## config.mk

```make
export PLATFORM = sky130hd
export DESIGN_NAME = multicycle_controller
export DESIGN_NICKNAME = d
export VERILOG_FILES = /design/src/rtl/multicycle_controller.sv
export SDC_FILE = /design/constraint.sdc
export NUM_CORES = 1
export LEC_CHECK = 0
export CAP_MARGIN = 0
export CORE_UTILIZATION = 30
export DETAILED_ROUTE_END_ITERATION = 12
export HOLD_SLACK_MARGIN = 0.03
export PLACE_DENSITY = 0.8
export SYNTH_ARGS = -nofsm -noshare
export SYNTH_HDL_FRONTEND = slang
export SYNTH_SLANG_ARGS = --single-unit
```

## constraint.sdc

```tcl
create_clock -name clk -period 1.66 [get_ports clk]
set_clock_uncertainty 0.1 [all_clocks]
set_input_delay 0.166 -clock clk [delete_from_list [all_inputs] [get_ports clk]]
set_output_delay 0.166 -clock clk [all_outputs]
set_load 0.02 [all_outputs]
```

## src/rtl/multicycle_controller.sv

```systemverilog
// Multicycle ARM-subset control unit: Moore FSM that sequences fetch, decode,
// memory, execute, writeback and branch steps, and drives the datapath controls.
module multicycle_controller #(
    parameter logic [3:0] ALU_ADD = 4'b0100,
    parameter logic [3:0] ALU_SUB = 4'b0010
) (
    input  logic        clk,
    input  logic        reset,
    input  logic [31:0] Instr,
    input  logic [3:0]  ALUFlags,
    output logic        PCWrite,
    output logic        AdrSrc,
    output logic        MemWrite,
    output logic        IRWrite,
    output logic        RegWrite,
    output logic        CarryIN,
    output logic        SetFlags,
    output logic        Shift_ctrl,
    output logic        ALUSrcA,
    output logic [1:0]  ResultSrc,
    output logic [1:0]  ALUSrcB,
    output logic [1:0]  ImmSrc,
    output logic [1:0]  RegSrc,
    output logic [1:0]  BL_ctrl,
    output logic [3:0]  ALUControl,
    output logic [3:0]  state
);

    typedef enum logic [3:0] {
        S_FETCH    = 4'd0,
        S_DECODE   = 4'd1,
        S_MEMADR   = 4'd2,
        S_MEMREAD  = 4'd3,
        S_MEMWB    = 4'd4,
        S_MEMWRITE = 4'd5,
        S_EXECUTER = 4'd6,
        S_EXECUTEI = 4'd7,
        S_ALUWB    = 4'd8,
        S_BRANCH   = 4'd9
    } state_t;

    state_t state_q, state_d;

    logic [1:0] op;
    logic       rd_is_pc;
    logic       cond_pass;
    logic       unused_instr;

    assign op           = Instr[27:26];
    assign rd_is_pc     = (Instr[15:12] == 4'hF);
    assign unused_instr = ^{Instr[19:16], Instr[11:0]};

    // Debug view of the state; held at FETCH's code while reset is asserted.
    assign state = reset ? 4'd0 : state_q;

    // State register with synchronous reset to FETCH.
    always_ff @(posedge clk) begin
        if (reset) state_q <= S_FETCH;
        else       state_q <= state_d;
    end

    // ARM condition evaluation on {Z,N,C,V}; 1111 (NV) never passes.
    always_comb begin
        logic z, n, c, v;
        z = ALUFlags[3];
        n = ALUFlags[2];
        c = ALUFlags[1];
        v = ALUFlags[0];
        cond_pass = 1'b0;
        case (Instr[31:28])
            4'b0000: cond_pass = z;
            4'b0001: cond_pass = !z;
            4'b0010: cond_pass = c;
            4'b0011: cond_pass = !c;
            4'b0100: cond_pass = n;
            4'b0101: cond_pass = !n;
            4'b0110: cond_pass = v;
            4'b0111: cond_pass = !v;
            4'b1000: cond_pass = c && !z;
            4'b1001: cond_pass = !c || z;
            4'b1010: cond_pass = (n == v);
            4'b1011: cond_pass = (n != v);
            4'b1100: cond_pass = !z && (n == v);
            4'b1101: cond_pass = z || (n != v);
            4'b1110: cond_pass = 1'b1;
            default: cond_pass = 1'b0;
        endcase
    end

    // Instruction-derived register/immediate selects, independent of state.
    always_comb begin
        RegSrc[0] = (op == 2'b10);
        RegSrc[1] = (op == 2'b01) && !Instr[20];
        ImmSrc    = (op == 2'b11) ? 2'b00 : op;
    end

    // Next-state and Moore outputs; reset suppresses every control output.
    always_comb begin
        state_d    = S_FETCH;
        PCWrite    = 1'b0;
        AdrSrc     = 1'b0;
        MemWrite   = 1'b0;
        IRWrite    = 1'b0;
        RegWrite   = 1'b0;
        CarryIN    = 1'b0;
        SetFlags   = 1'b0;
        Shift_ctrl = 1'b0;
        ALUSrcA    = 1'b0;
        ResultSrc  = 2'b00;
        ALUSrcB    = 2'b00;
        BL_ctrl    = 2'b00;
        ALUControl = 4'b0000;
        if (!reset) begin
            case (state_q)
                S_FETCH: begin
                    IRWrite    = 1'b1;
                    ALUSrcA    = 1'b1;
                    ALUSrcB    = 2'b10;
                    ALUControl = ALU_ADD;
                    ResultSrc  = 2'b10;
                    PCWrite    = 1'b1;
                    state_d    = S_DECODE;
                end
                S_DECODE: begin
                    ALUSrcA    = 1'b1;
                    ALUSrcB    = 2'b10;
                    ALUControl = ALU_ADD;
                    ResultSrc  = 2'b10;
                    if (!cond_pass) state_d = S_FETCH;
                    else begin
                        case (op)
                            2'b01:   state_d = S_MEMADR;
                            2'b00:   state_d = Instr[25] ? S_EXECUTEI : S_EXECUTER;
                            2'b10:   state_d = S_BRANCH;
                            default: state_d = S_FETCH;
                        endcase
                    end
                end
                S_MEMADR: begin
                    ALUSrcB    = 2'b01;
                    ALUControl = Instr[23] ? ALU_ADD : ALU_SUB;
                    state_d    = Instr[20] ? S_MEMREAD : S_MEMWRITE;
                end
                S_MEMREAD: begin
                    AdrSrc  = 1'b1;
                    state_d = S_MEMWB;
                end
                S_MEMWB: begin
                    ResultSrc = 2'b01;
                    RegWrite  = 1'b1;
                    PCWrite   = rd_is_pc;
                    state_d   = S_FETCH;
                end
                S_MEMWRITE: begin
                    AdrSrc   = 1'b1;
                    MemWrite = 1'b1;
                    state_d  = S_FETCH;
                end
                S_EXECUTER, S_EXECUTEI: begin
                    ALUSrcB    = 2'b11;
                    ALUControl = Instr[24:21];
                    SetFlags   = Instr[20];
                    CarryIN    = ALUFlags[1];
                    Shift_ctrl = (state_q == S_EXECUTEI);
                    state_d    = (Instr[24:23] == 2'b10) ? S_FETCH : S_ALUWB;
                end
                S_ALUWB: begin
                    RegWrite = 1'b1;
                    PCWrite  = rd_is_pc;
                    state_d  = S_FETCH;
                end
                S_BRANCH: begin
                    ALUSrcB    = 2'b01;
                    ALUControl = ALU_ADD;
                    ResultSrc  = 2'b10;
                    PCWrite    = 1'b1;
                    if (Instr[24]) begin
                        BL_ctrl  = 2'b11;
                        RegWrite = 1'b1;
                    end
                    state_d = S_FETCH;
                end
                default: state_d = S_FETCH;
            endcase
        end
    end

endmodule

```

== Yosys cells after proc, flatten, opt, wreduce, memory -nomap -nowiden ==
Index checks and enable logic that the tools add are counted.

* Register bits: 4
* Latch bits: 0
* Bits in writable memories: 0
* ROM bits: 0
* Bits of input ports: 38
* Logic and storage cells: 89
* Memories: 0

* Add/sub/neg operators: 0
* Multiply operators: 0
* Div/mod/pow operators: 0
* Order comparisons: 0
* Equality and inequality tests: 30
* Shift-type cells: 0
* Muxes and demuxes: 38
* Bitwise gates (word level): 0
* Reduce and logical (&&, ||, !) cells: 20

{| class="wikitable"
|+ Operators by type and width
! cell !! number
|-
| == test 4 bit (second input constant) || 10
|-
| == test 4 x 3 -> 1 bit (second input constant) || 8
|-
| case mux 4 bit (3 select lines) || 2
|-
| case mux 4 bit (5 select lines) || 1
|-
| 2-to-1 mux 1 bit || 18
|-
| == test 4 x 2 -> 1 bit (second input constant) || 4
|-
| 2-to-1 mux 4 bit || 4
|-
| case mux 1 bit (15 select lines) || 1
|-
| 2-to-1 mux 2 bit || 6
|-
| OR reduction 2 bit || 6
|-
| == test 4 x 1 -> 1 bit (second input constant) || 2
|-
| logical NOT 4 bit || 2
|-
| == test 2 bit (second input constant) || 3
|-
| 2-to-1 mux 3 bit || 2
|-
| case mux 2 bit (3 select lines) || 1
|-
| logical NOT 1 bit || 5
|-
| case mux 1 bit (2 select lines) || 2
|-
| case mux 2 bit (2 select lines) || 1
|-
| logical AND 1 bit || 3
|-
| OR reduction 3 bit || 1
|-
| == test 2 x 1 -> 1 bit (second input constant) || 1
|-
| logical NOT 2 bit || 1
|-
| logical OR 1 bit || 2
|-
| == test 1 bit || 1
|-
| inequality test 1 bit || 1
|}

== Logic depth before layout (Yosys ltp) ==
* Word-level depth: 5
* Mapped depth: 6

== Worst setup path before layout ==
Ideal clock, no wire load.

* Path kind: reg-to-output
* Start: register state_q[3]
* End: output port ALUControl[1]
* Arrival: 1.856 ns
* Required time: 1.394 ns
* Path slack: -0.462 ns
* Cell stages (with the launch flop): 5
* Cell sequence: dfxtp_1 clkbuf_1 nand3b_1 a21oi_1 nor4b_1

* Word-level cells in the longest chain between the ends: 4

{| class="wikitable"
|+ Ends and longest elaborated chain
! what !! RTL line !! source
|-
| start, declared || 42 || <nowiki>state_t state_q, state_d;</nowiki>
|-
| start signal, assigned || 59 || <nowiki>else state_q <= state_d;</nowiki>
|-
| == test 4 bit, or another cell as far along || 114 || <nowiki>case (state_q)</nowiki>
|-
| OR reduction 3 bit (no line) / OR reduction 2 bit (equally long branches) || n/a ||
|-
| case mux 4 bit (3 select lines) * || 114 ||
|-
| 2-to-1 mux 4 bit * || 113 || <nowiki>if (!reset) begin</nowiki>
|-
| end, declared || 25 || <nowiki>output logic [3:0] ALUControl,</nowiki>
|}

Every way passes the cells marked *; elsewhere a longest branch is shown, timed or not.

== Final worst setup path ==
* Start: register state_q[3]
* End: output port IRWrite

* Word-level cells in the longest chain between the ends: 3

{| class="wikitable"
|+ Ends and longest elaborated chain
! what !! RTL line !! source
|-
| logical NOT 4 bit || 114 ||
|-
| 2-to-1 mux 1 bit || 114 ||
|-
| 2-to-1 mux 1 bit || 113 ||
|-
| end, declared || 14 || <nowiki>output logic IRWrite,</nowiki>
|}

Every way passes these cells.

==> metrics.yaml <==
floorplanning:
  chipWidth_um: 50.1
  die_y_um: 50.1
  start_util_pct: 31.7
  io_pins: 65
  die_area_sq_um: 2510
  core_area_sq_um: 2190
  rows: 17
cts:
  cts.clk_slew.worst_paths_ns: 0.04
  cts.sinks: 4
  cts_buffers: 3
  cts_tree: "yes"
  cts_max_level: 1
  clk_path_buf_depth: 2
  clock_latency_ns: 0.24
  cts_root_buf: "clkbuf_4"
  cts_hold_buf: 0
run_status:
  violations: "negative setup slack"
  outcome: "finished with violations"
setup_path:
  worst-r2r-setup-slack_ns: 0.14
  crit_required_ns: 1.39
  worst_setup_path_end_kind: "primary output"
  reg2regPathDepth: 5
  startpoint_type: "flop"
  r2r_end: "state_q[2]"
  critical_path_buf_inv_count: 1
  critPathKind: "flop to primary output"
  cp_cell_sequence: "or2_4 -> or3_4 -> nor2_4 -> buf_6"
  cp.arrival_ns: 1.45
  worstReg2RegStart: "state_q[3]"
  crit_path_top_delay_cell: "or3_4"
  worstPathMaxFanout: 3
  cpPeakStageDelay_ns: 0.39
  path_delay_family: "simple AND/OR/NAND/NOR gates"
synth:
  yosys.area_share.simple_pct: 51.0
  yosysTopAreaCell: "dfxtp_1"
  synthesis.area_sq_um: 694
  ys.warnings.count: 0
  yosysUniqueCellTypes: 41
  synth_xor_area_share_pct: 5.05
  syn-num-nets: 137
  synth_top_area_share_pct: 11.5
  avgSynthCellArea_sq_um: 7.01
  synth_top_family_by_area: "simple AND/OR/NAND/NOR gates"
  synthAdderAreaFrac_pct: 0
  synthTopCellsByArea: "dfxtp_1 (12%), nor2b_1 (7.2%), nor2_1 (6.5%)"
  syn_inst: 99
  ys_seq_elements: 4
  synthMuxAreaShare_pct: 5.95
  synth-compound-area-share_pct: 18.6
  ys_seq_area_share_pct: 11.5
worst_hold_path:
  holdCritStartpoint: "Instr[25]"
  min_path_cells: 3
  holdPathEnd: "state_q[0]"
  hp-class: "input port to flop"
timing:
  period_needed_ns: 1.71
  hold_viol: 0
  period_share_pct: 103
  worst_pin_slew_ns: 0.368
  relSlewSlack_pct: 75.3
  whs_ns: 0.456
  setup_viol: 3
  tns_ns: -0.0901
  rsz0062_at_grt: "true"
  fmax_ghz: 0.583
  layout_setup_ws_ns: -0.0549
  drv_slew: 0
global_route:
  grt_pass1_vias: 1104
  grt_pass1_wl_mm: 4.55
  track_usage_pct: 23.2
  antenna_found_initial: 0
  grt_overflow: 0
  grt_max_degree: 9
route:
  viasPerCell: 5.24
  postRouteAntennaNets: 0
  first_pass_iters: 4
  drc_errors: 0
  totalWireLength_mm: 2.88
  wl_per_cell_um: 13.6
  vias: 1110
  drt_first_iter_violations: 24
pwr:
  power-per-cell-area_nw_per_um2: 378
  p_int_mw: 0.387
  p_sw_share_pct: 36.7
  p_seq_share_pct: 17.8
  switchingPower_mw: 0.224
  irDropWorstVdd_v: 0.000406
  p_comb_share_pct: 62.2
  pwr-share-clk_pct: 20.0
  leakage_nw: 0.767
run:
  max-cap-violations: 0
place:
  port_buffers: 48
  gp_congestion: 0.837
  place_area_sq_um: 1500
  hpwl_mm: 2.11
  placed_cells: 207
final_layout:
  largest_register_ffs: 4
  largest_registers: "state_q (4)"
  num_antenna_cells: 0
  synthToLayoutAreaGrowth_pct: 133
  num-nets-final: 224
  top_register: "state_q"
  layout.cells.non_filler: 212
  drive_above_1_share_pct: 58.2
  design_area_sq_um: 1620
==> area by class of cell <==
type | count | area, sq um
multi-input combinational | 83 | 731
sequential | 4 | 87.6
tap | 28 | 35.0
timing repair buffer | 91 | 728
inverter | 3 | 11.3
clock buffer | 3 | 22.5
fill | 191 | 576
==> metrics by stage <==
step | total power [mW] | setup slack (ns) | util, %
final | 0.611 | -0.0549 | 73.7
after global routing | 0.647 | -0.0965 | 73.7
after CTS | 0.570 | -0.0561 | 69.6
after detailed placement | 0.455 | -0.612 | 68.6
after global placement | 0.446 | -0.537 | 68.6
after floorplan | 0.255 | -0.0806 | -
==> how the worst max path moves through the flow <==
stage	from	end	slack (ns)	cells past startpoint
after floorplan	state_q[2]	ALUControl[1]	-0.08	4
after CTS	state_q[2]	IRWrite	-0.06	5
after detailed placement	reset	IRWrite	-0.61	5
after global routing	state_q[3]	ALUControl[1]	-0.1	5
after global placement	reset	IRWrite	-0.54	5
final	state_q[3]	IRWrite	-0.05	4
==> tightest hold or removal path, stage by stage <==
cell and delay (ns):
clkdlybuf4s50_1 0.40, nor2_1 0.12, o41ai_2 0.07
==> cells by family (layout without fill, tap and decap cells) <==
logic type | Yosys count | in the layout
buffers and inverters | 12 | 97
DFF | 4 | 4
xor gates and xnor gates | 4 | 4
and+or+nand+nor | 58 | 58
muxes | 4 | 4
AOI/OAI and AO/OA | 17 | 17
==> routing by layer <==
metal / routed length [um] / share of wire, % / global-route usage, % / up-vias
met1: 1100 / 38 / 23.8 / 523
met4: 58 / 2.0 / 11.4 / 0
met5: 0 / 0 / 0 / -
met3: 183 / 6.3 / 2.78 / 8
li1: - / - / - / 529
met2: 1540 / 54 / 44.9 / 50
==> repair_timing <==
| action | 4_1_cts | 5_1_grt |
|---|---|---|
| cloned | 1 | 0 |
| buffers inserted | 1 | 1 |
| pin swaps | 8 | 7 |
| resized for setup | 120 | 33 |
| setup endpoints to repair | 31 | 17 |
==> placed cells by master, fill, tap and decap left out, types with 3 or more instances in the layout <==
cell type,instances
and2_1,4
buf_2,10
buf_4,45
buf_6,5
clkbuf_2,3
clkbuf_4,3
clkdlybuf4s50_1,13
dfxtp_2,3
dlygate4sd2_1,11
nand3b_1,4
nor2_1,6
nor2_2,3
nor2_4,3
nor2b_1,7
nor3_2,3
o41ai_2,3
==> cell usage after synthesis <==
master	instances
buf_4	2
xor2_1	2
inv_1	3
nor3_1	5
a22oi_1	1
mux2i_1	3
nor3b_1	1
o31ai_1	1
nor4_2	1
dfxtp_1	4
o41ai_2	1
and2_1	4
xnor2_1	2
nand3_1	3
nor2b_1	8
nand2b_1	2
a41oi_1	1
or3b_2	1
or3_1	2
mux2_2	1
buf_2	2
nor4b_1	1
and4_1	1
or4b_4	1
o41ai_1	2
and3_1	1
nand2_1	3
clkbuf_1	3
buf_1	2
o22a_1	2
nand3b_1	4
a31oi_1	2
or2_2	3
nor2_1	12
nor4_1	1
o21ai_0	2
a21oi_1	4
nand4b_1	1
and3b_1	2
a21boi_2	1
nor4bb_1	1
==> power by group through the flow <==
stage                     combinational, mW  clock (mW)  sequential, mW
after global routing                  0.406       0.131           0.109
after CTS                             0.344       0.120           0.107
after detailed placement              0.347           0           0.108
after floorplan                       0.147           0           0.108
after global placement                0.338           0           0.108
final                                 0.380       0.122           0.109
Note: power is estimated with default switching activity, not from simulation.
